==> src/rtl/delay_event_scheduler.sv <==
// Timed-event launcher: each accepted (id, delay) request is emitted on the
// evt stream once its delay in clk cycles has elapsed. Optional SCHED_STATS_EN adds counters.
module delay_event_scheduler #(
  parameter int SLOTS   = 4,
  parameter int DELAY_W = 8,
  parameter int ID_W    = 4
) (
  input  logic               clk,
  input  logic               rst,
  input  logic               flush,
  input  logic               req_valid,
  output logic               req_ready,
  input  logic [DELAY_W-1:0] req_delay,
  input  logic [ID_W-1:0]    req_id,
  output logic               evt_valid,
  input  logic               evt_ready,
  output logic [ID_W-1:0]    evt_id,
  output logic               busy
`ifdef SCHED_STATS_EN
  ,
  output logic [15:0]        fired_count,
  output logic               overflow
`endif
);

  localparam int IDX_W = (SLOTS > 1) ? $clog2(SLOTS) : 1;

  logic [SLOTS-1:0]   r_armed;
  logic [DELAY_W-1:0] r_count [SLOTS];
  logic [ID_W-1:0]    r_id    [SLOTS];
  logic               r_evt_vld_p1;
  logic [ID_W-1:0]    r_evt_id_p1;

  logic               w_free_vld;
  logic [IDX_W-1:0]   w_free_idx;
  logic               w_exp_vld;
  logic [IDX_W-1:0]   w_exp_idx;
  logic               w_load;
  logic               w_accept;
  logic               w_pop;

  function automatic logic [DELAY_W-1:0] dec_sat(input logic [DELAY_W-1:0] v);
    return (v == '0) ? v : v - DELAY_W'(1);
  endfunction

  // Descending scan so the lowest index is the last (winning) assignment.
  always_comb begin
    w_free_vld = 1'b0;
    w_free_idx = '0;
    w_exp_vld  = 1'b0;
    w_exp_idx  = '0;
    for (int i = SLOTS - 1; i >= 0; i--) begin
      if (!r_armed[i]) begin
        w_free_vld = 1'b1;
        w_free_idx = IDX_W'(i);
      end
      if (r_armed[i] && (r_count[i] == '0)) begin
        w_exp_vld = 1'b1;
        w_exp_idx = IDX_W'(i);
      end
    end
  end

  assign w_load   = !r_evt_vld_p1 || evt_ready;
  assign w_accept = req_valid && w_free_vld;
  assign w_pop    = w_load && w_exp_vld;

  // Slot stage: arm on accept, count down, release on launch
  always_ff @(posedge clk or posedge rst) begin
    if (rst) begin
      r_armed <= '0;
      for (int i = 0; i < SLOTS; i++) begin
        r_count[i] <= '0;
        r_id[i]    <= '0;
      end
    end else if (flush) begin
      r_armed <= '0;
      for (int i = 0; i < SLOTS; i++) r_count[i] <= '0;
    end else begin
      for (int i = 0; i < SLOTS; i++) begin
        if (w_pop && (w_exp_idx == IDX_W'(i))) r_armed[i] <= 1'b0;
        else if (r_armed[i])                   r_count[i] <= dec_sat(r_count[i]);
        // The free slot is never the launching one, so these cannot collide.
        if (w_accept && (w_free_idx == IDX_W'(i))) begin
          r_armed[i] <= 1'b1;
          r_count[i] <= req_delay;
          r_id[i]    <= req_id;
        end
      end
    end
  end

  // Output stage: holds the launched event until the consumer takes it
  always_ff @(posedge clk or posedge rst) begin
    if (rst) begin
      r_evt_vld_p1 <= 1'b0;
      r_evt_id_p1  <= '0;
    end else if (flush) begin
      r_evt_vld_p1 <= 1'b0;
    end else if (w_load) begin
      r_evt_vld_p1 <= w_exp_vld;
      if (w_exp_vld) r_evt_id_p1 <= r_id[w_exp_idx];
    end
  end

  assign req_ready = w_free_vld;
  assign evt_valid = r_evt_vld_p1;
  assign evt_id    = r_evt_id_p1;
  assign busy      = (|r_armed) || r_evt_vld_p1;

`ifdef SCHED_STATS_EN
  logic [15:0] r_fired;
  logic        r_ovf;

  function automatic logic [15:0] inc_sat16(input logic [15:0] v);
    return (v == 16'hFFFF) ? v : v + 16'd1;
  endfunction

  always_ff @(posedge clk or posedge rst) begin
    if (rst) begin
      r_fired <= '0;
      r_ovf   <= 1'b0;
    end else if (flush) begin
      r_fired <= '0;
      r_ovf   <= 1'b0;
    end else begin
      if (r_evt_vld_p1 && evt_ready) r_fired <= inc_sat16(r_fired);
      if (req_valid && !w_free_vld)  r_ovf   <= 1'b1;
    end
  end

  assign fired_count = r_fired;
  assign overflow    = r_ovf;
`endif

endmodule

==> config.mk <==
export PLATFORM = sky130hd
export DESIGN_NAME = delay_event_scheduler
export DESIGN_NICKNAME = d
export VERILOG_FILES = /design/src/rtl/delay_event_scheduler.sv
export SDC_FILE = /design/constraint.sdc
export NUM_CORES = 1
export LEC_CHECK = 0
export BUFFER_PORTS_ARGS = -buffer_cell sky130_fd_sc_hd__buf_4
export CAP_MARGIN = 20
export CORE_UTILIZATION = 30
export DETAILED_ROUTE_END_ITERATION = 8
export GPL_TIMING_DRIVEN = 0
export PLACE_DENSITY = 0.42
export REMOVE_ABC_BUFFERS = 1
export SYNTH_ARGS = -nofsm -noshare
export SYNTH_HDL_FRONTEND = slang
export SYNTH_SLANG_ARGS = --single-unit
export TNS_END_PERCENT = 30
==> constraint.sdc <==
create_clock -name clk -period 2.2 [get_ports clk]
set_input_delay 0.55 -clock clk [delete_from_list [all_inputs] [get_ports clk]]
set_output_delay 0.55 -clock clk [all_outputs]
set_load 0.005 [all_outputs]
==> flow_summary.yaml <==
status:
  status: "finished, violations left"
  violations: "design-rule violations"
detailed_routing:
  routedWlPerCell_um: 17.3
  drc: 2
  first_iter_violations: 105
  routed_via_density: 5.36
  vias: 2853
  ant_nets: 0
  wirelength_mm: 9.21
  dr.pass1.iters: 6
placement:
  dp_cells: 512
  placed_cell_area_mm2: 0.00366
  io_buffers: 23
  gp_congestion: 0.732
  dp.final_hpwl_mm: 6.37
logic_synthesis:
  yosysMostFrequentCell: "dfrtp_1"
  yosysTopAreaCell: "dfrtp_1"
  synth_edf_count: 0
  synth-seq-cells: 57
  synth.top_cell.area_share_pct: 43.0
  synthTopCellsByCount: "57 x dfrtp_1, 46 x a21oi_1, 42 x nor2_1"
  synth_ff_type: "dfrtp_1"
  ys_types: 61
  ys_seq_area_share_pct: 43.0
  yosys-top-cells-area: "dfrtp_1 43%, a21oi_1 6.9%, mux2_2 5.8%, nor2_1 4.7%, ha_1 3.0%"
  syn_inst: 363
  synthArstFlopShare_pct: 100
  synth_area_mm2: 0.00332
  synth_area_per_cell_um2: 9.15
  yosys_warnings: 0
worst_setup_path:
  arrival_ns: 2.31
  cpPeakStageDelay_ns: 0.49
  critical_path_peak_fanout: 5
  cp.required_ns: 2.45
  regToRegEndpoint: "r_count[2]"
  crit_end: "r_count[2]"
  worstReg2RegStart: "r_count[0]"
  crit_start: "r_count[0]"
  start_kind: "flop"
  endpoint_kind: "flop"
  cp_slowest_cell: "or4b_1"
  reg2reg_depth: 7
  cp_num_buf_inv: 1
  critPathTopFamily: "compound AO/OA/AOI/OAI gates"
  crit_chain: "inv_1 -> ha_1 -> or4b_1 -> o41a_1 -> nand2_1 -> xor2_1 -> a211oi_1"
  timing.critical_path.depth: 7
  reg2reg_slack_ns: 0.14
  crit_type: "flop to flop"
die:
  io_pins: 24
  dieArea_mm2: 0.0115
  coreArea_mm2: 0.0108
  die_x_um: 107
  die_h_um: 107
  core.rowCount: 38
  start_util_pct: 30.8
clock_tree:
  clk_latency_ns: 0.35
  clkSlewWorstSetupHoldPaths_ns: 0.08
  cts_hold_buf: 0
  clock_path_buffers: 2
  clock_sink_count: 57
  clockRootBuffer: "clkbuf_8"
  cts_tree: "done"
  cts_max_level: 3
  cts_buffers: 9
power_and_ir_drop:
  power_mw: 3.22
  p_leak_nw: 1.68
  peakVddDrop_mv: 0.310
  power_density_mw_per_mm2: 825
global_route:
  grt_overflow: 0
  grt_pass1_wl_mm: 14.9
  antenna_found_initial: 0
  grtUsageTotal_pct: 17.3
  grt_max_degree: 35
  grt_pass1_vias: 2743
final_layout:
  drive_gt1_share_pct: 21.9
  areaGrowthSynthToFinish_pct: 17.4
  instances_no_fill: 532
  fin_area_mm2: 0.00390
  fillers: 1102
  diodes: 0
  nets: 412
run:
  drv_cap: 0
timing:
  max_clock_freq_mhz: 486
  fin_crit_sh_pct: 93.5
  tightestPinTransition_ns: 0.785
  tns_ns: 0
  drv_slew: 0
  rsz0062_at_grt: "false"
  whs_ns: 0.337
  hold_viol_final: 0
  setup_violations: 0
  max_slew_margin_pct: 47.6
  fin_skew_ns: 0.0170
  min_period_ns: 2.06
hold_path:
  hold_path.class: "primary input to asynchronous set/reset pin"
==> cell families after synthesis <==
kind of cell / synth area share (%)
and+or+nand+nor: 20.3
AOI/OAI and AO/OA: 22.3
DFF: 43.0
xor gates and xnor gates: 1.85
muxes: 5.76
buffers and inverters: 3.77
adders and majority gates: 3.01
==> flip-flops by register name, indices dropped and copies added (netlist names) <==
register	count
evt_id	4
r_armed	4
r_id	16
evt_valid	1
r_count	32
==> layout by cell type, fill, tap and decap left out, types with 8 or more instances in the layout <==
cell type	netlist	final
ha_1	8	8
nor2_1	42	41
nand3_1	11	11
inv_1	15	14
dfrtp_1	57	57
nand2_1	25	25
clkbuf_8	0	10
a21oi_1	46	46
mux2_2	17	17
o21ai_0	15	15
buf_4	0	27
a31oi_1	9	9
==> worst min path at each step <==
stage                         start   endpoint  slack [ns]  cells after the start
after floorplan            r_id[10]   r_id[10]        0.48                      1
after global placement      r_id[9]    r_id[9]        0.48                      1
after detailed placement  evt_id[0]  evt_id[0]        0.49                      1
after CTS                       rst   r_id[13]        0.38                      2
after global routing            rst   r_id[13]        0.41                      2
final                           rst   r_id[13]        0.34                      2
==> routing by layer <==
layer  part of all wire, %  global-route usage, %
met5                     0                      0
met3                   3.4                   3.47
met1                    49                   23.9
met4                   1.3                   5.38
met2                    46                   27.1
==> report_power, final <==
group	switching, mW	internal (mW)	total (mW)
clock	0.482	0.438	0.920
combinational	0.440	0.424	0.865
sequential	0.189	1.24	1.43
==> stage by stage <==
step                      utilization, %  setup WS (ns)
final                               36.1          0.143
after global routing                36.1        0.00642
after floorplan                        -         -0.320
after global placement              33.4          -1.59
after detailed placement            33.9         -0.323
after CTS                           35.8        0.00606
==> area by class of cell <==
| type | instances | area (um2) | area share (%) |
|---|---|---|---|
| sequential | 57 | 1430 | 36.6 |
| multi-input combinational | 274 | 1810 | 46.5 |
| timing repair buffer | 30 | 245 | 6.29 |
| inverter | 15 | 56.3 | 1.44 |
| tap | 140 | 175 | 4.49 |
| clock inverter | 6 | 43.8 | 1.12 |
| clock buffer | 10 | 138 | 3.53 |
==> timing repair <==
item,CTS,global route
setup endpoints to repair,9,13
buffers inserted,1,3
resized for setup,2,4
pin swaps,1,5
Power figures use the tool's default switching activity.
